==> src/rtl/bpsk_pkg.sv <==
// Shared types, constants and saturating negate for the BPSK transmit path.
`ifndef FIXDT_64_WIDTH
`define FIXDT_64_WIDTH 16
`endif
`ifndef CARRIER_SAMPLES_PER_PERIOD
`define CARRIER_SAMPLES_PER_PERIOD 64
`endif

package bpsk_pkg;
  localparam int FIXDT_W     = `FIXDT_64_WIDTH;
  localparam int CARRIER_SPP = `CARRIER_SAMPLES_PER_PERIOD;

  typedef enum logic {IDLE = 1'b0, SEND = 1'b1} tx_state_t;
  typedef logic signed [`FIXDT_64_WIDTH-1:0] fixdt64_t;

  localparam fixdt64_t FIXDT_MIN = {1'b1, {(FIXDT_W-1){1'b0}}};
  localparam fixdt64_t FIXDT_MAX = {1'b0, {(FIXDT_W-1){1'b1}}};

  // The most negative code has no positive twin, so it clips to full scale.
  function automatic fixdt64_t sat_neg(input fixdt64_t x);
    fixdt64_t r;
    if (x == FIXDT_MIN) begin
      r = FIXDT_MAX;
    end else begin
      r = -x;
    end
    return r;
  endfunction
endpackage

==> src/rtl/bpsk_tx_modulator_lut.sv <==
// cosine_lut: combinational full-wave cosine built from a 64-point quarter-wave table.
module cosine_lut
  import bpsk_pkg::*;
#(
  parameter int SPP        = CARRIER_SPP,
  parameter int READ_PORTS = 1,
  localparam int AW        = $clog2(SPP)
) (
  input  logic [READ_PORTS*AW-1:0]      idx_i,
  output logic [READ_PORTS*FIXDT_W-1:0] data_o
);
  // Table resolution is 64 points per period; coarser carriers step through it.
  localparam int SHIFT = 6 - AW;

  localparam fixdt64_t QTR [0:16] = '{
    16'sd32767, 16'sd32609, 16'sd32137, 16'sd31356, 16'sd30273, 16'sd28898,
    16'sd27245, 16'sd25329, 16'sd23170, 16'sd20787, 16'sd18204, 16'sd15446,
    16'sd12539, 16'sd9512,  16'sd6393,  16'sd3212,  16'sd0
  };

  function automatic fixdt64_t cos_at(input logic [5:0] i);
    logic [3:0] r;
    fixdt64_t   v;
    r = i[3:0];
    case (i[5:4])
      2'd0:    v = QTR[r];
      2'd1:    v = -QTR[5'd16 - {1'b0, r}];
      2'd2:    v = -QTR[r];
      default: v = QTR[5'd16 - {1'b0, r}];
    endcase
    return v;
  endfunction

  for (genvar p = 0; p < READ_PORTS; p++) begin : g_port
    assign data_o[p*FIXDT_W +: FIXDT_W] = cos_at(6'(idx_i[p*AW +: AW]) << SHIFT);
  end
endmodule

==> src/rtl/bpsk_tx_modulator.sv <==
// BPSK transmit modulator: one bit per PPB carrier periods, sign-flipped cosine samples
// emitted on each DAC strobe, continuous zero samples while idle.
module bpsk_tx_modulator
  import bpsk_pkg::*;
#(
  parameter int SPP    = CARRIER_SPP,
  parameter int PPB    = 4,
  parameter int DATA_W = FIXDT_W
) (
  input  logic                     clk,
  input  logic                     rst_n,
  input  logic                     sample_en,
  input  logic                     bit_valid,
  input  logic                     bit_in,
  output logic                     bit_ready,
  output logic signed [DATA_W-1:0] sample_out,
  output logic                     sample_valid,
  output logic                     busy
);
  localparam int PW = $clog2(SPP);
  localparam int CW = (PPB > 1) ? $clog2(PPB) : 1;
  localparam logic [PW-1:0] PHASE_LAST  = PW'(SPP - 1);
  localparam logic [CW-1:0] PERIOD_LAST = CW'(PPB - 1);

  tx_state_t     state_q, state_d;
  logic [PW-1:0] phase_q, phase_d;
  logic [CW-1:0] period_q, period_d;
  logic          cur_bit_q, cur_bit_d;
  fixdt64_t      sample_q, sample_d;
  logic          sample_valid_q, busy_q, busy_d;
  logic [FIXDT_W-1:0] lut_raw_s;
  fixdt64_t      lut_s;
  logic          last_smp_s, accept_s;

  cosine_lut #(.SPP(SPP), .READ_PORTS(1)) u_lut (
    .idx_i  (phase_q),
    .data_o (lut_raw_s)
  );
  assign lut_s = lut_raw_s;

  assign last_smp_s = (state_q == SEND) && (phase_q == PHASE_LAST) && (period_q == PERIOD_LAST);
  assign bit_ready  = (state_q == IDLE) || (sample_en && last_smp_s);
  assign accept_s   = bit_valid && bit_ready;

  always_ff @(posedge clk or negedge rst_n) begin
    if (!rst_n) begin
      state_q <= IDLE;
    end else begin
      state_q <= state_d;
    end
  end

  always_comb begin
    state_d = state_q;
    case (state_q)
      IDLE:    state_d = accept_s ? SEND : IDLE;
      SEND:    state_d = (sample_en && last_smp_s && !accept_s) ? IDLE : SEND;
      default: state_d = IDLE;
    endcase
  end

  // A back-to-back bit at the symbol end lets the counters wrap naturally: no gap sample.
  always_comb begin
    phase_d   = phase_q;
    period_d  = period_q;
    cur_bit_d = accept_s ? bit_in : cur_bit_q;
    sample_d  = sample_q;
    busy_d    = (state_d == SEND);
    if (state_q == IDLE) begin
      if (accept_s) begin
        phase_d  = '0;
        period_d = '0;
      end else begin
        phase_d  = phase_q;
      end
      if (sample_en) begin
        sample_d = '0;
      end else begin
        sample_d = sample_q;
      end
    end else if (sample_en) begin
      sample_d = cur_bit_q ? sat_neg(lut_s) : lut_s;
      if (phase_q == PHASE_LAST) begin
        phase_d  = '0;
        period_d = (period_q == PERIOD_LAST) ? '0 : period_q + 1'b1;
      end else begin
        phase_d  = phase_q + 1'b1;
      end
    end else begin
      sample_d = sample_q;
    end
  end

  always_ff @(posedge clk or negedge rst_n) begin
    if (!rst_n) begin
      phase_q        <= '0;
      period_q       <= '0;
      cur_bit_q      <= 1'b0;
      sample_q       <= '0;
      sample_valid_q <= 1'b0;
      busy_q         <= 1'b0;
    end else begin
      phase_q        <= phase_d;
      period_q       <= period_d;
      cur_bit_q      <= cur_bit_d;
      sample_q       <= sample_d;
      sample_valid_q <= sample_en;
      busy_q         <= busy_d;
    end
  end

  assign sample_out   = sample_q;
  assign sample_valid = sample_valid_q;
  assign busy         = busy_q;
endmodule

==> config.mk <==
export PLATFORM = sky130hd
export DESIGN_NAME = bpsk_tx_modulator
export DESIGN_NICKNAME = d
export VERILOG_FILES = /design/src/rtl/bpsk_pkg.sv /design/src/rtl/bpsk_tx_modulator_lut.sv /design/src/rtl/bpsk_tx_modulator.sv
export SDC_FILE = /design/constraint.sdc
export NUM_CORES = 1
export LEC_CHECK = 0
export BUFFER_PORTS_ARGS = -buffer_cell sky130_fd_sc_hd__buf_2
export CAP_MARGIN = 30
export CORE_ASPECT_RATIO = 0.5
export CORE_MARGIN = 5
export CORE_UTILIZATION = 60
export CTS_BUF_LIST = sky130_fd_sc_hd__clkbuf_8
export CTS_CLUSTER_DIAMETER = 30
export DETAILED_ROUTE_END_ITERATION = 10
export GPL_ROUTABILITY_DRIVEN = 0
export PLACE_DENSITY = 0.79
export SLEW_MARGIN = 5
export SYNTH_ARGS = -nofsm -noshare
export SYNTH_HDL_FRONTEND = slang
export SYNTH_SLANG_ARGS = --single-unit
==> constraint.sdc <==
create_clock -name clk -period 10.1 [get_ports clk]
set_clock_uncertainty 0.05 [all_clocks]
set_input_delay 1.01 -clock clk [delete_from_list [all_inputs] [get_ports clk]]
set_output_delay 1.01 -clock clk [all_outputs]
set_load 0.1 [all_outputs]
======== After elaboration in Yosys (flattened, before gate mapping) ========
Memory sizes are Yosys's and may differ from the RTL's.
Index checks and enable logic that the tools add are counted.
word-level totals
  bits in read-only memories .............. 1024
  output and inout bits ................... 19
  input port bits ......................... 5
  logic and storage cells ................. 59
  flip-flop bits (word level) ............. 27
  memories kept ........................... 2
cells by class
  reduce and logical (&&, ||, !) cells .... 11
  multiplexer cells ....................... 22
  bitwise logic cells ..................... 3
  equality and inequality tests ........... 7
  add/sub/neg operators ................... 6
  order comparisons ....................... 2
memory list
  memory           words  width  read ports  clocked after Yosys merged registers in  wr ports  RTL line                     text
  (no name shown)  32     16     1           0                                        0         bpsk_tx_modulator_lut.sv:28  2'd2: v = -QTR[r];
  (no name shown)  32     16     1           0                                        0         bpsk_tx_modulator_lut.sv:29  default: v = QTR[5'd16 - {1'b0, r}];
operators with widths
  operator              number
  $mux 16               9
  $neg 16->16           3
  $pmux 16 s3           1
  $mux 6                4
  $eq 16x16->1 const B  1
  $mux 2                5
  $add 6x1->6 const B   1
  $eq 6x6->1 const B    1
  $ge 5x6->1 const B    1
  $ge 6x6->1 const B    1
  $not 5->6             1
  $logic_and 1x1->1     5
  $not 4->5             1
  $sub 5x4->5 const A   1
  $eq 2x2->1 const B    2
  $reduce_and 3->1      1
  $add 2x1->2 const B   1
  $eq 2x1->1 const B    1
  $logic_not 2->1       1
  $mux 1                2
  $ne 2x1->1 const B    1
  $ne 2x2->1 const B    1
  $pmux 1 s2            1
  $reduce_and 2->1      1
  other kinds (4)       4

======== Depth between registers and ports, before layout ========
Gate-level depths: netlist of the first run.
  depth after elaboration ................. 12
  depth in mapped cells ................... 17
  gate-level depth less buffers ........... 14

======== Modules after synthesis ========
Synthesis of the first run repeated with hierarchy kept, for this count alone.
unflattened totals
  cells, all modules ...................... 487
  area, all modules ....................... 3628.5 µm²
modules (own cells, without submodules)
  module             cells each  times used  seq. area each (µm²)  area an instance (µm²)
  cosine_lut         311         1           0.0                   2060.7
  bpsk_tx_modulator  176         1           675.6                 1567.8

======== Least setup slack after synthesis of the first run ========
No wires, ideal clock.
  path type ............................... register -> output
  start point ............................. reg phase_q[3]
  end point ............................... out bit_ready
  buffers on the path ..................... 5
  slack ................................... 5028 ps
  arrival ................................. 4012 ps
  stages on the path, launching flop included .. 8
  required time ........................... 9040 ps
  cells stage by stage .................... dfrtp_1 -> clkbuf_1 -> buf_2 -> buf_2 -> buf_2 -> clkbuf_1 -> nand4_1 -> o21ai_0
on the way
  word-level cells in the longest chain between the ends .. 5
RTL lines
  item                             RTL line                  text
  start: declaration               bpsk_tx_modulator.sv:26   logic [PW-1:0] phase_q, phase_d;
  start signal: assignment         bpsk_tx_modulator.sv:103  phase_q <= phase_d;
  $eq 6x6->1                       bpsk_tx_modulator.sv:41   assign last_smp_s = (state_q == SEND) && (phase_q == PHASE_LAST) && (period_q == PERIOD_LAST);
  $logic_and 1x1->1 (2 in series)  bpsk_tx_modulator.sv:41
  $logic_and 1x1->1                bpsk_tx_modulator.sv:42   assign bit_ready = (state_q == IDLE) || (sample_en && last_smp_s);
  $logic_or 1x1->1                 bpsk_tx_modulator.sv:42
  end: declaration                 bpsk_tx_modulator.sv:15   output logic bit_ready,
Every way passes these cells.

======== Final worst setup path of the first run ========
  start point ............................. reg phase_q[0]
  end point ............................... reg sample_q[14], in the netlist sample_out[14]
on the way
  word-level cells in the longest chain between the ends .. 12
  elaborated cells between the ends (all ways) .. 18
  those cells by class .................... 4 x add/sub; 1 x eq/ne; 9 x mux; 2 x bitwise; 2 x memory
RTL lines
  item                                         RTL line                                                  text
  $sub 5x4->5                                  bpsk_tx_modulator_lut.sv:27, bpsk_tx_modulator_lut.sv:29
  $not 5->6 (implied by the code)              bpsk_tx_modulator_lut.sv:27, bpsk_tx_modulator_lut.sv:29
  $mem_v2 32x16                                n/a
  $mux 16 (implied by the code) (2 in series)  bpsk_tx_modulator_lut.sv:29
  $neg 16->16                                  bpsk_tx_modulator_lut.sv:27                               2'd1: v = -QTR[5'd16 - {1'b0, r}];
  $pmux 16 s3 (*)                              bpsk_tx_modulator_lut.sv:25                               case (i[5:4])
  $neg 16->16 or $eq 16x16->1 (tied branches)  bpsk_pkg.sv:25, bpsk_pkg.sv:22
  $mux 16                                      bpsk_pkg.sv:22                                            if (x == FIXDT_MIN) begin
  $mux 16 (*)                                  bpsk_tx_modulator.sv:82                                   sample_d = cur_bit_q ? sat_neg(lut_s) : lut_s;
  $mux 16 (*)                                  bpsk_tx_modulator.sv:81                                   end else if (sample_en) begin
  $mux 16 (*)                                  bpsk_tx_modulator.sv:69                                   if (state_q == IDLE) begin
  end signal: assignment                       bpsk_tx_modulator.sv:106                                  sample_q <= sample_d;
  end: declaration                             bpsk_tx_modulator.sv:29                                   fixdt64_t sample_q, sample_d;
Every way passes the cells marked *; elsewhere a longest branch is shown, timed or not. The select of a mux whose other input is x is not followed.
A chain may end at the register's enable or synchronous reset.

==> impl_metrics.env, run 1 <==
export IMPL_fin_crit_sh_pct=51.0
export IMPL_wire_per_inst_um=18.5
export IMPL_drive_above_1_share_pct=12.8
export IMPL_dr_wl_met2_um=3850
export IMPL_syn_area_mm2=0.00353
export IMPL_synth_area_leader_cell="dfrtp_1"
export IMPL_finalHoldViolations=0
export IMPL_ys_types=79
export IMPL_cp_slowest_cell="dfrtp_1"
export IMPL_end_kind="flop"
export IMPL_path_cells="inv_1 -> ha_1 -> xor2_1 -> nand2_1 -> a31oi_1 -> a311o_1 -> o41ai_1 -> a221oi_1 -> nand4_2 -> nor4_4 -> a311oi_1 -> a221o_1"
export IMPL_route_detailed_drc=0
export IMPL_cts_buffers=3
export IMPL_layout_min_cycle_time_ns=5.15
export IMPL_cap_violations=0
export IMPL_nets=479
export IMPL_grt_pass1_wl_um=15600
export IMPL_drtIter0Drc=500
export IMPL_ys_seq_area_share_pct=19.1
export IMPL_synthesis_nets=486
export IMPL_die_h_um=64.3
export IMPL_grt_pass1_vias=2963
export IMPL_grt_setup_unrepaired="false"
export IMPL_io_pins=24
export IMPL_clock_latency_ns=0.28
export IMPL_ff2ff_path_depth=12
export IMPL_cts_tree="done"
export IMPL_grt_antenna_before_repair=0
export IMPL_highest_layer="met4"
export IMPL_num_antenna_cells=0
export IMPL_worstHoldStart="sample_out[15]"
export IMPL_synthCells=469
export IMPL_fillers=486
export IMPL_ys_warn_count=0
export IMPL_critPathMaxFanout=36
export IMPL_setup_tns_ns=0
export IMPL_crit_type="reg2reg"
export IMPL_routedLengthMet1_um=4730
export IMPL_hold_class="reg2reg"
export IMPL_vias_per_cell=6.95
export IMPL_clk_pin_slew_ns=0.10
export IMPL_postCtsHoldBufs=0
export IMPL_worstHoldPathCells=1
export IMPL_crit_buf_inv=1
export IMPL_antenna_left=0
export IMPL_routed_via_count=3712
export IMPL_final_common_cell="nand2_1"
export IMPL_core_area_mm2=0.00559
export IMPL_start_util_pct=63.3
export IMPL_synth_avg_cell_area_um2=7.54
export IMPL_die_w_um=119
export IMPL_critPathTopFamily="compound AO/OA/AOI/OAI gates"
export IMPL_setup_viol=0
export IMPL_reg2reg_from="phase_q[0]"
export IMPL_worst_pin_slew_ns=1.07
export IMPL_start_kind="flop"
export IMPL_synth_edf_count=0
export IMPL_synthTopCellsByArea="dfrtp_1, nand2_1, a21oi_1"
export IMPL_synthFlopType="dfrtp_1"
export IMPL_status="finished, final reports clean"
export IMPL_final_cell_mix="nand2_1, nor2_1, a21oi_1, o21ai_0, dfrtp_1"
export IMPL_worstPathRequired_ns=10.22
export IMPL_cts_setup_buffers=0
export IMPL_cts_resized=0
export IMPL_r2r_slack_ns=4.95
export IMPL_clock_fmax_ghz=0.194
export IMPL_dieArea_mm2=0.00762
export IMPL_critPathLaunch="phase_q[0]"
export IMPL_cts_max_path_buffers=2
export IMPL_clock_sinks=27
export IMPL_routed_wl_um=9870
export IMPL_first_pass_iters=7
export IMPL_critPathArrivalTime_ns=5.28
export IMPL_yosys_area_top_type_share_pct=19.1
export IMPL_relSlewSlack_pct=28.8
export IMPL_clock_root_buffer="clkbuf_8"
export IMPL_regToRegEndpoint="sample_out[14]"
export IMPL_wl_met3_um=1140
export IMPL_grt_usage_pct=24.6
export IMPL_post_dp_hpwl_um=7190
export IMPL_cpPeakStageDelay_ns=1.02
export IMPL_drv_slew=0
export IMPL_grt_ovfl_total=0
export IMPL_min_to="sample_out[15]"
export IMPL_rows=19
export IMPL_ys_ff_latch=27
export IMPL_ctsHtreeMaxLevel=1
export IMPL_grt_max_degree=61
export IMPL_area_growth_syn_to_layout_pct=2.94
export IMPL_async_flop_share_pct=100
export IMPL_io_buffers=23
## cells by family (layout without fill, tap and decap cells)
group / Yosys count / in the layout / synth area share (%)
AO/OA/AOI/OAI: 175 / 175 / 36.8
AND/OR/NAND/NOR: 169 / 169 / 24.4
adder cells (fa/ha/maj): 12 / 12 / 4.25
XOR/XNOR: 16 / 16 / 3.96
multiplexers: 14 / 14 / 4.71
buffers and inverters: 56 / 48 / 6.83
flip-flops: 27 / 27 / 19.1
## per-stage QoR
stage	instances	util, %	cell area [um2]	hold WS [ns]	setup WS, ns
after floorplan	469	-	3530	0.423	5.03
after global placement	530	64.3	3590	0.410	5.15
after detailed placement	530	64.3	3590	0.413	5.05
after CTS	534	65.1	3640	0.437	5.04
after global routing	534	65.1	3640	0.462	4.47
final	534	65.1	3640	0.431	4.95
## how the worst max path moves through the flow
stage	endpoint	slack, ns	cells after the start
final	sample_out[14]	4.95	12
after global routing	sample_out[14]	4.47	12
after CTS	sample_out[14]	5.04	12
after detailed placement	sample_out[14]	5.05	12
after global placement	sample_out[14]	5.15	12
after floorplan	bit_ready	5.03	7
## final cells by class
cell class	instances	area, um2	share of cell area [%]
clock buffers	3	41.3	1.13
inverters	18	67.6	1.86
repair buffers	26	138	3.78
well taps	73	91.3	2.51
clock inverters	1	7.51	0.206
flip-flops and latches	27	676	18.6
multi-input cells	386	2620	71.9
## per-layer routing
layer / vias to the layer above / track usage, %
li1: 1763 / -
met3: 21 / 4.49
met2: 240 / 33.6
met1: 1688 / 39.7
met5: - / 0
met4: 0 / 4.81
## synth_stat cells (all sizes together) (3+ instances only)
cell	count
o2bb2ai	3
a31o	3
ha	12
buf	15
and3	5
or2	7
a22o	8
dfrtp	27
o31ai	4
nand2	51
o21bai	3
o221ai	4
mux2i	11
o41ai	6
o22ai	6
a21o	3
and2	4
nor3	13
a311oi	7
nor2b	9
nor3b	3
xor2	8
o211ai	8
a221oi	4
nand4	5
o21ai	30
o21a	3
nor2	36
a211oi	6
nand2b	7
a32oi	3
a21oi	35
a31oi	13
o31a	3
or3	6
clkbuf	23
o22a	3
xnor2	8
inv	17
a311o	4
nand3	12
## sequential cells by signal (all words and copies together), names as in the netlist
| name | flops |
|---|---|
| sample_out | 16 |
| phase_q | 6 |
| period_q | 2 |
| busy | 1 |
| cur_bit_q | 1 |
| sample_valid | 1 |
Power of run 1 is not shown: default switching activity piles up to over one toggle a cycle in this logic, so the estimate is an artifact.
==> run 2, diff against run 1 <==
--- a/config.mk
+++ b/config.mk
@@ -5,11 +5,12 @@
 export SDC_FILE = /design/constraint.sdc
 export NUM_CORES = 1
 export LEC_CHECK = 0
+export ABC_AREA = 1
 export BUFFER_PORTS_ARGS = -buffer_cell sky130_fd_sc_hd__buf_2
 export CAP_MARGIN = 30
 export CORE_ASPECT_RATIO = 0.5
 export CORE_MARGIN = 5
-export CORE_UTILIZATION = 60
+export CORE_UTILIZATION = 57
 export CTS_BUF_LIST = sky130_fd_sc_hd__clkbuf_8
 export CTS_CLUSTER_DIAMETER = 30
 export DETAILED_ROUTE_END_ITERATION = 10
==> constraint.sdc (replaced) <==
create_clock -name clk -period 4.45 [get_ports clk]
set_clock_uncertainty 0.05 [all_clocks]
set_input_delay 0.445 -clock clk [delete_from_list [all_inputs] [get_ports clk]]
set_output_delay 0.445 -clock clk [all_outputs]
set_load 0.1 [all_outputs]
==> impl_metrics.env, run 2 <==
export IMPL_critPathMaxFanout=14
export IMPL_path_cells="inv_1 -> ha_1 -> inv_2 -> nand2_2 -> nand2_2 -> nand2_1 -> nand2_1 -> nand2_1 -> nand3_1 -> nand2_1 -> inv_2 -> o21ai_1 -> nand2_1 -> ha_1 -> nand2_1 -> nor2_2 -> nand3_1 -> inv_1 -> nand2_1 -> nand3_1 -> nand3_1 -> nand2_1 -> nand2_1"
export IMPL_synth_most_common_cell="nand2_1"
export IMPL_dr_wl_met2_um=3800
export IMPL_routed_wl_um=9360
export IMPL_critPathArrivalTime_ns=3.97
export IMPL_regToRegEndpoint="sample_out[10]"
export IMPL_final_util_pct=62.5
export IMPL_clock_latency_ns=0.29
export IMPL_hold_class="in2async"
export IMPL_routedLengthMet1_um=4570
export IMPL_cts_tree="done"
export IMPL_synth_avg_cell_area_um2=5.70
export IMPL_grt_antenna_before_repair=0
export IMPL_synthTopCellsByArea="nand2_1, dfrtp_1, nand3_1"
export IMPL_wire_per_inst_um=13.9
export IMPL_wl_met3_um=826
export IMPL_grt_setup_unrepaired="false"
export IMPL_setup_tns_ns=0
export IMPL_post_dp_hpwl_um=7230
export IMPL_io_buffers=23
export IMPL_grt_max_degree=28
export IMPL_die_w_um=119
export IMPL_setup_viol=0
export IMPL_start_util_pct=60.4
export IMPL_antenna_left=0
export IMPL_dp_slack_ns=0.758
export IMPL_ys_warn_count=0
export IMPL_grt_ovfl_total=0
export IMPL_crit_type="reg2reg"
export IMPL_synthCells=594
export IMPL_route_detailed_drc=0
export IMPL_drv_slew=0
export IMPL_async_flop_share_pct=100
export IMPL_cts_resized=0
export IMPL_setup_slack_ns=0.607
export IMPL_start_kind="flop"
export IMPL_finalHoldViolations=0
export IMPL_ys_seq_area_share_pct=19.9
export IMPL_rows=19
export IMPL_reg2reg_from="phase_q[0]"
export IMPL_placedCellCount=670
export IMPL_cp_slowest_cell="dfrtp_1"
export IMPL_grt_pass1_wl_um=15700
export IMPL_synthesis_nets=611
export IMPL_cap_violations=0
export IMPL_cts_max_path_buffers=2
export IMPL_grt_usage_pct=24.8
export IMPL_ctsHtreeMaxLevel=1
export IMPL_yosys_area_top_type_share_pct=26.3
export IMPL_core_area_mm2=0.00561
export IMPL_crit_buf_inv=4
export IMPL_worst_pin_slew_ns=0.707
export IMPL_cpPeakStageDelay_ns=0.66
export IMPL_r2r_slack_ns=0.61
export IMPL_ys_ff_latch=27
export IMPL_clk_pin_slew_ns=0.11
export IMPL_drtIter0Drc=345
export IMPL_end_kind="flop"
export IMPL_area_growth_syn_to_layout_pct=3.47
export IMPL_clock_fmax_ghz=0.260
export IMPL_relSlewSlack_pct=52.7
export IMPL_clock_root_buffer="clkbuf_8"
export IMPL_highest_layer="met4"
export IMPL_crit_path_frequent_cell="nand2_1"
export IMPL_nets=619
export IMPL_cts_setup_buffers=0
export IMPL_final_cell_mix="nand2_1, nand3_1, nor2_1, inv_1, o21ai_0"
export IMPL_vias_per_cell=5.52
export IMPL_io_pins=24
export IMPL_syn_area_mm2=0.00339
export IMPL_grt_pass1_vias=3184
export IMPL_postCtsHoldBufs=0
export IMPL_ff2ff_path_depth=23
export IMPL_fin_crit_sh_pct=86.4
export IMPL_worstPathRequired_ns=4.57
export IMPL_synthFlopType="dfrtp_1"
export IMPL_dieArea_mm2=0.00768
export IMPL_synth_area_leader_cell="nand2_1"
export IMPL_clock_sinks=27
export IMPL_cts_buffers=3
export IMPL_num_antenna_cells=0
export IMPL_layout_min_cycle_time_ns=3.84
export IMPL_final_cells=674
export IMPL_status="finished, final reports clean"
export IMPL_largest_register_ffs=16
export IMPL_ys_types=35
export IMPL_ys_top_cells_by_count="nand2_1, nand3_1, nor2_1"
export IMPL_synth_edf_count=0
export IMPL_drive_above_1_share_pct=12.3
export IMPL_die_h_um=64.5
export IMPL_routed_via_count=3720
export IMPL_final_common_cell="nand2_1"
export IMPL_critPathTopFamily="simple AND/OR/NAND/NOR gates"
export IMPL_first_pass_iters=5
run 2: changes by cell type after synthesis, sizes merged, moves of 8 or more:
cell,previous run,this run
nor2b,9,0
a22o,8,0
nand2,51,254
nor2,36,66
nand3,12,71
o21ai,30,42
inv,17,57
nor3,13,2
mux2i,11,0
a21oi,35,18
clkbuf,23,8
a31oi,13,1
run 2: area by class of cell:
class	count	area [um2]
sequential	27	676
timing repair buffer	24	123
clock inverter	1	8.76
clock buffer	3	41.3
tap	73	91.3
inverter	58	218
multi-input combinational	488	2350
fill	554	2110
run 2: cells by family (layout without fill, tap and decap cells):
| family | after synthesis | after routing | synth area share (%) |
|---|---|---|---|
| AND/OR/NAND/NOR | 400 | 400 | 52.1 |
| AO/OA/AOI/OAI | 69 | 69 | 10.9 |
| flip-flops | 27 | 27 | 19.9 |
| buffers and inverters | 79 | 86 | 10.7 |
| XOR/XNOR | 7 | 7 | 1.81 |
| adder cells (fa/ha/maj) | 12 | 12 | 4.43 |
run 2: how the worst max path moves through the flow:
| stage | cells after the start | from | slack (ns) | endpoint |
|---|---|---|---|---|
| 2_1_floorplan | 21 | phase_q[0] | 1.46 | sample_out[12] |
| 3_3_place_gp | 23 | phase_q[0] | 0.84 | sample_out[10] |
| 3_5_place_dp | 23 | phase_q[0] | 0.76 | sample_out[10] |
| 4_1_cts | 23 | phase_q[0] | 0.70 | sample_out[10] |
| 5_1_grt | 22 | phase_q[0] | 0.31 | sample_out[10] |
| 6_report | 23 | phase_q[0] | 0.61 | sample_out[10] |
run 2: worst reg2reg max path, cell delays in order (launching register included):
cell     delay [ns]
dfrtp_1        0.66
inv_1          0.27
ha_1           0.35
inv_2          0.12
nand2_2        0.06
nand2_2        0.20
nand2_1        0.16
nand2_1        0.12
nand2_1        0.06
nand3_1        0.21
nand2_1        0.14
inv_2          0.10
o21ai_1        0.06
nand2_1        0.17
ha_1           0.20
nand2_1        0.07
nor2_2         0.16
nand3_1        0.12
inv_1          0.09
nand2_1        0.07
nand3_1        0.09
nand3_1        0.09
nand2_1        0.06
nand2_1        0.05
run 2: metrics by stage:
stage	hold WS [ns]	area (um2)
2_1_floorplan	0.0994	3390
4_1_cts	0.143	3500
6_report	0.117	3500
5_1_grt	0.174	3500
3_5_place_dp	0.410	3450
3_3_place_gp	0.407	3450
run 2: metal layers:
metal	track usage, %	vias to the layer above
met5	0	-
met4	5.48	0
met3	3.91	17
met2	36.1	189
met1	38.3	1614
li1	-	1900
Power of run 2 is left out for the same reason.
==> run 3, diff against run 2 <==
--- a/config.mk
+++ b/config.mk
@@ -5,17 +5,16 @@
 export SDC_FILE = /design/constraint.sdc
 export NUM_CORES = 1
 export LEC_CHECK = 0
-export ABC_AREA = 1
 export BUFFER_PORTS_ARGS = -buffer_cell sky130_fd_sc_hd__buf_2
 export CAP_MARGIN = 30
 export CORE_ASPECT_RATIO = 0.5
 export CORE_MARGIN = 5
-export CORE_UTILIZATION = 57
+export CORE_UTILIZATION = 58
 export CTS_BUF_LIST = sky130_fd_sc_hd__clkbuf_8
 export CTS_CLUSTER_DIAMETER = 30
 export DETAILED_ROUTE_END_ITERATION = 10
 export GPL_ROUTABILITY_DRIVEN = 0
-export PLACE_DENSITY = 0.79
+export PLACE_DENSITY = 0.8
 export SLEW_MARGIN = 5
 export SYNTH_ARGS = -nofsm -noshare
 export SYNTH_HDL_FRONTEND = slang
==> impl_metrics.env, run 3 (synthesis results as in run 1) <==
export IMPL_final_cell_mix="nand2_1, nor2_1, a21oi_1, o21ai_0, dfrtp_1"
export IMPL_area_growth_syn_to_layout_pct=6.94
export IMPL_layout_min_cycle_time_ns=4.13
export IMPL_drtIter0Drc=662
export IMPL_dp_slack_ns=0.390
export IMPL_cp_slowest_cell="or4b_1"
export IMPL_setup_viol=0
export IMPL_cts_max_path_buffers=2
export IMPL_clock_fmax_ghz=0.242
export IMPL_finalHoldViolations=0
export IMPL_nets=497
export IMPL_placed_cell_area_mm2=0.00373
export IMPL_critPathTopFamily="compound AO/OA/AOI/OAI gates"
export IMPL_start_util_pct=59.1
export IMPL_grt_pass1_wl_um=17200
export IMPL_cts_setup_buffers=0
export IMPL_first_pass_iters=6
export IMPL_dieArea_mm2=0.00785
export IMPL_drv_slew=0
export IMPL_fin_crit_sh_pct=92.7
export IMPL_setup_tns_ns=0
export IMPL_cap_violations=0
export IMPL_grt_max_degree=36
export IMPL_r2r_slack_ns=0.32
export IMPL_grt_ovfl_total=0
export IMPL_antenna_left=0
export IMPL_grt_setup_unrepaired="false"
export IMPL_worstPathRequired_ns=4.58
export IMPL_grt_pass1_vias=3266
export IMPL_start_kind="flop"
export IMPL_vias_per_cell=6.76
export IMPL_clock_latency_ns=0.28
export IMPL_routed_via_count=3759
export IMPL_setup_slack_ns=0.324
export IMPL_die_h_um=65.2
export IMPL_worst_pin_slew_ns=0.853
export IMPL_wire_per_inst_um=18.4
export IMPL_routed_wl_um=10200
export IMPL_route_detailed_drc=0
export IMPL_final_common_cell="nand2_1"
export IMPL_cts_resized=0
export IMPL_largest_register_ffs=16
export IMPL_end_kind="flop"
export IMPL_clock_sinks=27
export IMPL_postCtsHoldBufs=0
export IMPL_crit_type="reg2reg"
export IMPL_io_pins=24
export IMPL_final_area_mm2=0.00378
export IMPL_ctsHtreeMaxLevel=1
export IMPL_crit_buf_inv=1
export IMPL_cts_tree="done"
export IMPL_status="finished, final reports clean"
export IMPL_hold_class="in2async"
export IMPL_clock_root_buffer="clkbuf_8"
export IMPL_die_w_um=120
export IMPL_clk_pin_slew_ns=0.11
export IMPL_relSlewSlack_pct=42.9
export IMPL_io_buffers=23
export IMPL_grt_antenna_before_repair=0
export IMPL_critPathArrivalTime_ns=4.26
export IMPL_drive_above_1_share_pct=16.1
export IMPL_post_dp_hpwl_um=7860
export IMPL_path_cells="buf_4 -> or4b_1 -> a21boi_1 -> o221a_4 -> a311oi_4 -> a41oi_2 -> a221oi_2 -> nand4_2 -> nor4_4 -> a311oi_1 -> a221o_1"
export IMPL_critPathMaxFanout=21
export IMPL_num_antenna_cells=0
export IMPL_grt_usage_pct=26.6
export IMPL_rows=20
export IMPL_core_area_mm2=0.00598
export IMPL_cts_buffers=3
export IMPL_cpPeakStageDelay_ns=0.57
==> run 3: cell types whose count changed in the layout (fill, tap and decap cells not counted), moves of 8 or more <==
cell | previous run | this run
inv_1 | 50 | 17
nand3_1 | 62 | 12
nand2_2 | 17 | 0
mux2i_1 | 0 | 11
nor2_1 | 55 | 36
a22o_1 | 0 | 8
nor3_1 | 1 | 13
a31oi_1 | 1 | 13
a21oi_1 | 18 | 34
nor2b_1 | 0 | 9
buf_4 | 1 | 21
nor2_2 | 9 | 0
nand2_1 | 237 | 51
==> run 3: cell type report <==
cell class / instances / area, um2
tap: 77 / 96.3
timing repair buffer: 44 / 273
multi-input combinational: 386 / 2620
clock inverter: 1 / 8.76
sequential: 27 / 676
inverter: 18 / 67.6
fill: 531 / 2200
clock buffer: 3 / 41.3
==> run 3: layer usage <==
| metal | wire [um] | vias up | track usage (%) |
|---|---|---|---|
| met2 | 4260 | 186 | 40.2 |
| met1 | 4930 | 1748 | 40.2 |
| met3 | 888 | 20 | 3.78 |
| met4 | 125 | 0 | 5.37 |
| li1 | - | 1805 | - |
| met5 | 0 | - | 0 |
==> run 3: stage by stage <==
stage               hold WS (ns)  utilization (%)  cells
global route               0.154             63.2    556
CTS                        0.152             63.2    556
detailed placement         0.416             62.4    552
finish                     0.102             63.2    556
floorplan                 0.0994                -    469
global placement           0.410             62.4    552
==> run 3: worst reg2reg max path: stages (launching register included) <==
cell,delay (ns)
dfrtp_1,0.56
buf_4,0.29
or4b_1,0.57
a21boi_1,0.18
o221a_4,0.31
a311oi_4,0.37
a41oi_2,0.23
a221oi_2,0.42
nand4_2,0.23
nor4_4,0.35
a311oi_1,0.17
a221o_1,0.28
==> run 3: worst paths after layout <==
| path | start | endpoint | cells after the start |
|---|---|---|---|
| worst max-delay path | phase_q[2] | sample_out[14] | 11 |
| worst min-delay path | rst_n | phase_q[2] | 1 |
| worst max register to register | phase_q[2] | sample_out[14] | 11 |
| worst min register to register | sample_out[15] | sample_out[15] | 1 |
| max in group asynchronous | rst_n | sample_out[11] | 1 |
| min in group clk | sample_en | sample_valid | 1 |
Power of run 3 is left out for the same reason.
